`src/rtl/exe_hazard_ctrl_pkg.sv`:
```
// defines: shared widths, forwarding select encoding and the shadow pipeline slot type.
package defines;
   localparam int N                = 32;
   localparam int FORWARD_SEL_LEN  = 2;
   localparam int REG_ADDR_LEN_DEF = 5;
   localparam logic [FORWARD_SEL_LEN-1:0] FWD_REG = 2'd0;
   localparam logic [FORWARD_SEL_LEN-1:0] FWD_MEM = 2'd1;
   localparam logic [FORWARD_SEL_LEN-1:0] FWD_WB  = 2'd2;
   typedef struct packed {
      logic                        valid;
      logic                        wb_en;
      logic [REG_ADDR_LEN_DEF-1:0] dest;
      logic                        mem_read;
   } slot_t;
endpackage

```
`src/rtl/exe_hazard_ctrl_fwd_select.sv`:
```
// fwd_select: single-source producer match against the EX and MEM shadows, giving a mux select and a hazard flag.
module fwd_select
   import defines::*;
(
   input  logic [REG_ADDR_LEN_DEF-1:0] i_src,
   input  logic                        i_en,
   input  logic                        i_fwd_en,
   input  slot_t                       i_ex,
   input  logic                        i_mem_hit,
   input  logic [REG_ADDR_LEN_DEF-1:0] i_mem_dest,
   output logic [FORWARD_SEL_LEN-1:0]  o_sel,
   output logic                        o_hazard
);
   logic w_nz, w_ex, w_mem;
   assign w_nz  = i_en & (i_src != '0);
   assign w_ex  = w_nz & i_ex.valid & i_ex.wb_en & (i_ex.dest == i_src);
   assign w_mem = w_nz & i_mem_hit & (i_mem_dest == i_src);
   assign o_sel = w_ex ? FWD_MEM : w_mem ? FWD_WB : FWD_REG;
   // a load in EX has no result yet; without forwarding any in-flight producer blocks
   assign o_hazard = (w_ex & i_ex.mem_read) | (!i_fwd_en & (w_ex | w_mem));
endmodule

```
`src/rtl/exe_hazard_ctrl.sv`:
```
// exe_hazard_ctrl: EX-stage forwarding selects, load-use stalls and multi-cycle hold sequencing.
module exe_hazard_ctrl
   import defines::*;
#(
   parameter int REG_ADDR_LEN = REG_ADDR_LEN_DEF,
   parameter int MUL_LAT      = 3
) (
   input  logic                       clk,
   input  logic                       rst_n,
   input  logic                       id_valid,
   input  logic [REG_ADDR_LEN-1:0]    id_src1,
   input  logic [REG_ADDR_LEN-1:0]    id_src2,
   input  logic                       id_use1,
   input  logic                       id_use2,
   input  logic                       id_is_store,
   input  logic                       id_wb_en,
   input  logic [REG_ADDR_LEN-1:0]    id_dest,
   input  logic                       id_mem_read,
   input  logic                       id_multi,
   input  logic                       flush,
   input  logic                       fwd_en,
   output logic [FORWARD_SEL_LEN-1:0] val1_sel,
   output logic [FORWARD_SEL_LEN-1:0] val2_sel,
   output logic [FORWARD_SEL_LEN-1:0] ST_val_sel,
   output logic                       stall_id,
   output logic                       bubble_ex,
   output logic                       exe_hold
);
   localparam int CNT_W = $clog2(MUL_LAT);
   typedef enum logic {IDLE, BUSY} state_t;
   state_t                      r_state;
   logic [CNT_W-1:0]            r_cnt;
   slot_t                       r_ex;
   // WB-slot producers are covered by register-file write-through, so only EX and MEM are shadowed
   logic                        r_mem_hit;
   logic [REG_ADDR_LEN-1:0]     r_mem_dest;
   logic [FORWARD_SEL_LEN-1:0]  r_sel1, r_sel2, r_sel_st;
   logic [FORWARD_SEL_LEN-1:0]  w_sel1, w_sel2, w_sel_st;
   logic                        w_h1, w_h2, w_h_st, w_busy, w_hazard, w_issue;
   slot_t                       w_id_slot;
   fwd_select u_val1 (.i_src(id_src1), .i_en(id_use1), .i_fwd_en(fwd_en), .i_ex(r_ex),
      .i_mem_hit(r_mem_hit), .i_mem_dest(r_mem_dest), .o_sel(w_sel1), .o_hazard(w_h1));
   fwd_select u_val2 (.i_src(id_src2), .i_en(id_use2), .i_fwd_en(fwd_en), .i_ex(r_ex),
      .i_mem_hit(r_mem_hit), .i_mem_dest(r_mem_dest), .o_sel(w_sel2), .o_hazard(w_h2));
   fwd_select u_st (.i_src(id_src2), .i_en(id_is_store), .i_fwd_en(fwd_en), .i_ex(r_ex),
      .i_mem_hit(r_mem_hit), .i_mem_dest(r_mem_dest), .o_sel(w_sel_st), .o_hazard(w_h_st));
   assign w_busy    = (r_state == BUSY);
   assign w_hazard  = id_valid & !flush & (w_h1 | w_h2 | w_h_st);
   assign w_issue   = id_valid & !w_hazard & !w_busy & !flush;
   assign w_id_slot = '{valid: 1'b1, wb_en: id_wb_en, dest: id_dest, mem_read: id_mem_read};
   assign exe_hold  = w_busy;
   assign stall_id  = w_busy | w_hazard;
   assign bubble_ex = rst_n & !w_busy & !w_issue;
   assign val1_sel   = r_sel1;
   assign val2_sel   = r_sel2;
   assign ST_val_sel = r_sel_st;
   always_ff @(posedge clk or negedge rst_n) begin
      if (!rst_n) begin
         r_state    <= IDLE;
         r_cnt      <= '0;
         r_ex       <= '0;
         r_mem_hit  <= 1'b0;
         r_mem_dest <= '0;
         r_sel1     <= FWD_REG;
         r_sel2     <= FWD_REG;
         r_sel_st   <= FWD_REG;
      end else begin
         r_ex       <= w_busy ? r_ex : w_issue ? w_id_slot : '0;
         r_mem_hit  <= !w_busy & r_ex.valid & r_ex.wb_en;
         r_mem_dest <= r_ex.dest;
         r_sel1     <= w_busy ? r_sel1 : w_issue ? w_sel1 : FWD_REG;
         r_sel2     <= w_busy ? r_sel2 : w_issue ? w_sel2 : FWD_REG;
         r_sel_st   <= w_busy ? r_sel_st : w_issue ? w_sel_st : FWD_REG;
         r_state    <= w_busy ? ((r_cnt == CNT_W'(1)) ? IDLE : BUSY) : ((w_issue & id_multi) ? BUSY : IDLE);
         r_cnt      <= w_busy ? r_cnt - 1'b1 : ((w_issue & id_multi) ? CNT_W'(MUL_LAT - 1) : '0);
      end
   end
endmodule

```
`config.mk`:
```
export PLATFORM = sky130hd
export DESIGN_NAME = exe_hazard_ctrl
export DESIGN_NICKNAME = d
export VERILOG_FILES = /design/src/rtl/exe_hazard_ctrl_pkg.sv /design/src/rtl/exe_hazard_ctrl_fwd_select.sv /design/src/rtl/exe_hazard_ctrl.sv
export SDC_FILE = /design/constraint.sdc
export NUM_CORES = 1
export LEC_CHECK = 0
export ABC_CLOCK_PERIOD_IN_PS = 5650
export CORE_MARGIN = 2
export CORE_UTILIZATION = 50
export CTS_CLUSTER_SIZE = 16
export DETAILED_ROUTE_END_ITERATION = 6
export PLACE_DENSITY = 0.85
export REMOVE_ABC_BUFFERS = 1
export SYNTH_ARGS = -nofsm -noshare
export SYNTH_HDL_FRONTEND = slang
export SYNTH_SLANG_ARGS = --single-unit
```
`constraint.sdc`:
```
create_clock -name clk -period 5.65 [get_ports clk]
set_input_delay 0.8475 -clock clk [delete_from_list [all_inputs] [get_ports clk]]
set_output_delay 0.8475 -clock clk [all_outputs]
set_load 0.02 [all_outputs]
```
==> impl_summary.log <==
INFO  metric die_y = 53.3 um
INFO  metric synthesis.instances = 106
INFO  metric final.setup.tns = 0 ps
INFO  metric num_io_pins = 35
INFO  metric timing.critical_path.slowest_cell_delay = 640 ps
INFO  metric overflow = 0
INFO  metric antenna_violating_nets_post_route = 0
INFO  metric hold_violations_final = 0
INFO  metric yosys.area_share.adder = 1.03%
INFO  metric dr_total_vias = 969
INFO  metric port_buffers = 34
INFO  metric cts_made_buffers = 3
INFO  metric timing.setup.critical_path_class = input port to primary output
INFO  metric grt_pass1_vias = 985
INFO  metric met2_usage = 37.7%
INFO  metric cp.buffers_inverters = 2
INFO  metric antenna_cells_inserted = 0
INFO  metric yosys.area_share.xor_xnor = 14.4%
INFO  metric vias_per_cell = 5.70
INFO  metric maxSlewHeadroom = 57.3%
INFO  metric use_met1 = 29.5%
INFO  metric p_leak = 0.000746 uW
INFO  metric initial_core_util = 53.8%
INFO  metric horizontal_extent_of_the_die = 53.3 um
INFO  metric fp.dieArea = 2840 sq um
INFO  metric area_growth = 31.9%
INFO  metric critPathMostFrequentCell = clkdlybuf4s50_1
INFO  metric postSynthAreaPerCell = 11.4 sq um
INFO  metric worst_min_delay_path_category = flip-flop to flip-flop
INFO  metric nets = 170
INFO  metric grt_util_met3 = 3.95%
INFO  metric synth_simple_gate_area_share = 14.3%
INFO  metric cts.reportedPaths.clkPinSlew = 120 ps
INFO  metric synth_top_area_share = 47.4%
INFO  metric tritoncts = built
INFO  metric max_slew.worst_pin.slew = 631 ps
INFO  metric worst_clock_skew = 0.555 ps
INFO  metric timing.critical_path.cells = clkdlybuf4s50_1, xnor2_1, nand4_1, nor4bb_1, a21oi_1, o2bb2ai_1, a311oi_1, clkdlybuf4s50_1
INFO  metric synth.distinct_cells = 35
INFO  metric worst-path-max-fanout = 3
INFO  metric grt_setup_unrepaired = false
INFO  metric detail_route.drc_violations = 0
INFO  metric cp-start-kind = input port
INFO  metric total_power = 489 uW
INFO  metric cell_class_contributing_the_biggest_share_of_worst_path_delay = buffers and inverters
INFO  metric cts_max_level = 1
INFO  metric slowest_stage = clkdlybuf4s50_1
INFO  metric worst-r2r-setup-slack = 3440 ps
INFO  metric detailedPlacementHpwl = 2010 um
INFO  metric synth-seq-cells = 23
INFO  metric core_area = 2250 sq um
INFO  metric ys_top_cells_by_area = dfrtp_1 47%, a22o_1 7.2%, xnor2_1 7.2%
INFO  metric wl = 2600 um
INFO  metric layout_common_cells = 34 x clkdlybuf4s50_1, 23 x dfrtp_1, 10 x xnor2_1, 10 x xor2_1, 10 x a22o_1
INFO  metric timing.critical_path.arrival = 3480 ps
INFO  metric fraction_of_the_mapped_netlist_area_in_compound_gates = 19.4%
INFO  metric grt_antenna_before_repair = 0
INFO  metric final_common_cell = clkdlybuf4s50_1
INFO  metric drtIter0Drc = 17
INFO  metric ir_drop = 0.207 mV
INFO  metric largest_family_of_logic_cells_by_synthesized_area = compound AO/OA/AOI/OAI gates
INFO  metric cts_post_setup_buffers_inserted = 0
INFO  metric synth_mux_area_share = 0%
INFO  metric ctsResizeCount = 0
INFO  metric gpl.final_weighted_congestion = 0.847
INFO  metric grt_start_max_net_pins = 25
INFO  metric number_of_buffers_inserted_for_hold_repair_after_clock_tree_synthesis = 0
INFO  metric detail_route.first_pass.iterations = 4
INFO  metric wire_per_inst = 15.3 um
INFO  metric ctsLongestPathBuffers = 2
INFO  metric result_of_the_run = complete, no violations
INFO  metric grt_most_used_layer = met2
INFO  metric grt_usage = 22.3%
INFO  metric pwr_density_cell = 306 nW/um^2
INFO  metric synth.yosys.seq_area_share = 47.4%
INFO  metric kind_of_end_point_of_the_critical_path = primary output
INFO  metric syn-cell-area = 1210 sq um
INFO  metric max-cap-violations = 0
INFO  metric tritoncts_sinks = 23
INFO  metric timing.final.crit_period = 4330 ps
INFO  metric max_clock_freq = 231 MHz
INFO  metric layout-drive-gt1-share = 6.34%
INFO  metric wire_length_of_the_first_global_routing_pass = 4550 um
INFO  metric cts_root_buf = clkbuf_4
INFO  metric rows = 17
INFO  metric drv_slew = 0
INFO  metric final_period_util = 76.7%
INFO  metric critPathRequiredTime = 4800 ps
INFO  metric clk_latency = 300 ps
INFO  metric setup_viol_count_final = 0
INFO  metric biggest_area_consumer_among_synthesized_cells = dfrtp_1
INFO  metric yosys_warnings = 0
==> where the power goes <==
part           internal [uW]  total, uW  switching, uW
registers                202        258           55.9
logic                   91.1        157           65.6
clock network           27.5       74.5           47.0
total                    320        489            168
==> layout make-up <==
class / count / area, sq um
Tap cell: 28 / 35.0
Inverter: 5 / 18.8
Timing Repair Buffer: 35 / 348
Sequential cell: 23 / 576
Multi-Input combinational cell: 75 / 597
Fill cell: 186 / 654
Clock buffer: 4 / 26.3
==> sequential cells by signal, summed over array words and instances, names as in the netlist <==
signal      cells
ST_val_sel      2
val1_sel        2
r_mem_hit       1
exe_hold        1
r_mem_dest      5
r_cnt           2
r_ex            8
val2_sel        2
==> cells in the mapped netlist (all sizes together) <==
| cell | number |
|---|---|
| a211oi | 1 |
| a21o | 1 |
| a21oi | 1 |
| a22o | 10 |
| a311oi | 1 |
| a32o | 1 |
| a41o | 4 |
| and2 | 4 |
| and3 | 1 |
| buf | 1 |
| clkbuf | 2 |
| dfrtp | 23 |
| ha | 1 |
| inv | 5 |
| nand2 | 3 |
| nand2b | 1 |
| nand3 | 1 |
| nand4 | 3 |
| nand4b | 1 |
| nor2 | 2 |
| nor2b | 2 |
| nor3 | 1 |
| nor4 | 3 |
| nor4bb | 1 |
| o211a | 2 |
| o211ai | 1 |
| o21ai | 1 |
| o21bai | 2 |
| o2bb2ai | 1 |
| or2 | 2 |
| or4 | 3 |
| xnor2 | 10 |
| xor2 | 10 |
==> logic make-up (layout without fill, tap and decap cells) <==
group,Yosys count,after routing
AND/OR/NAND/NOR,28,28
flip-flops,23,23
AO/OA/AOI/OAI,26,26
buffers and inverters,8,44
XOR/XNOR,20,20
adder cells (fa/ha/maj),1,1
==> final timing paths <==
kind | depth (start not counted) | to | startpoint
max | 8 | bubble_ex | id_src1[0]
min | 1 | r_cnt[0]$_DFF_PN0_ | r_cnt[0]$_DFF_PN0_
max reg2reg | 6 | val1_sel[1]$_DFFE_PN0N_ | r_ex[2]$_DFFE_PN0N_
min reg2reg | 1 | r_cnt[0]$_DFF_PN0_ | r_cnt[0]$_DFF_PN0_
max in group asynchronous | 2 | r_mem_dest[1]$_DFF_PN0_ | rst_n
min in group asynchronous | 2 | r_ex[3]$_DFFE_PN0N_ | rst_n
==> metal layers <==
metal / share of wire [%] / vias up / wire (um)
met5: 0 / - / 0
met4: 0 / 0 / 0
met3: 5.1 / 0 / 132
met2: 51 / 33 / 1340
met1: 44 / 473 / 1140
li1: - / 463 / -
==> per-stage QoR <==
stage                     std cells  util, %  hold slack [ps]  instance area, sq um  setup slack (ps)
after floorplan                 103        -              409                  1190              2370
after global placement          166     69.8              424                  1570              1430
after detailed placement        166     69.8              439                  1570              1360
after CTS                       170     71.0              457                  1600              1350
after global routing            170     71.0              502                  1600              1200
final                           170     71.0              452                  1600              1320
Note: power is estimated with default switching activity, not from simulation.
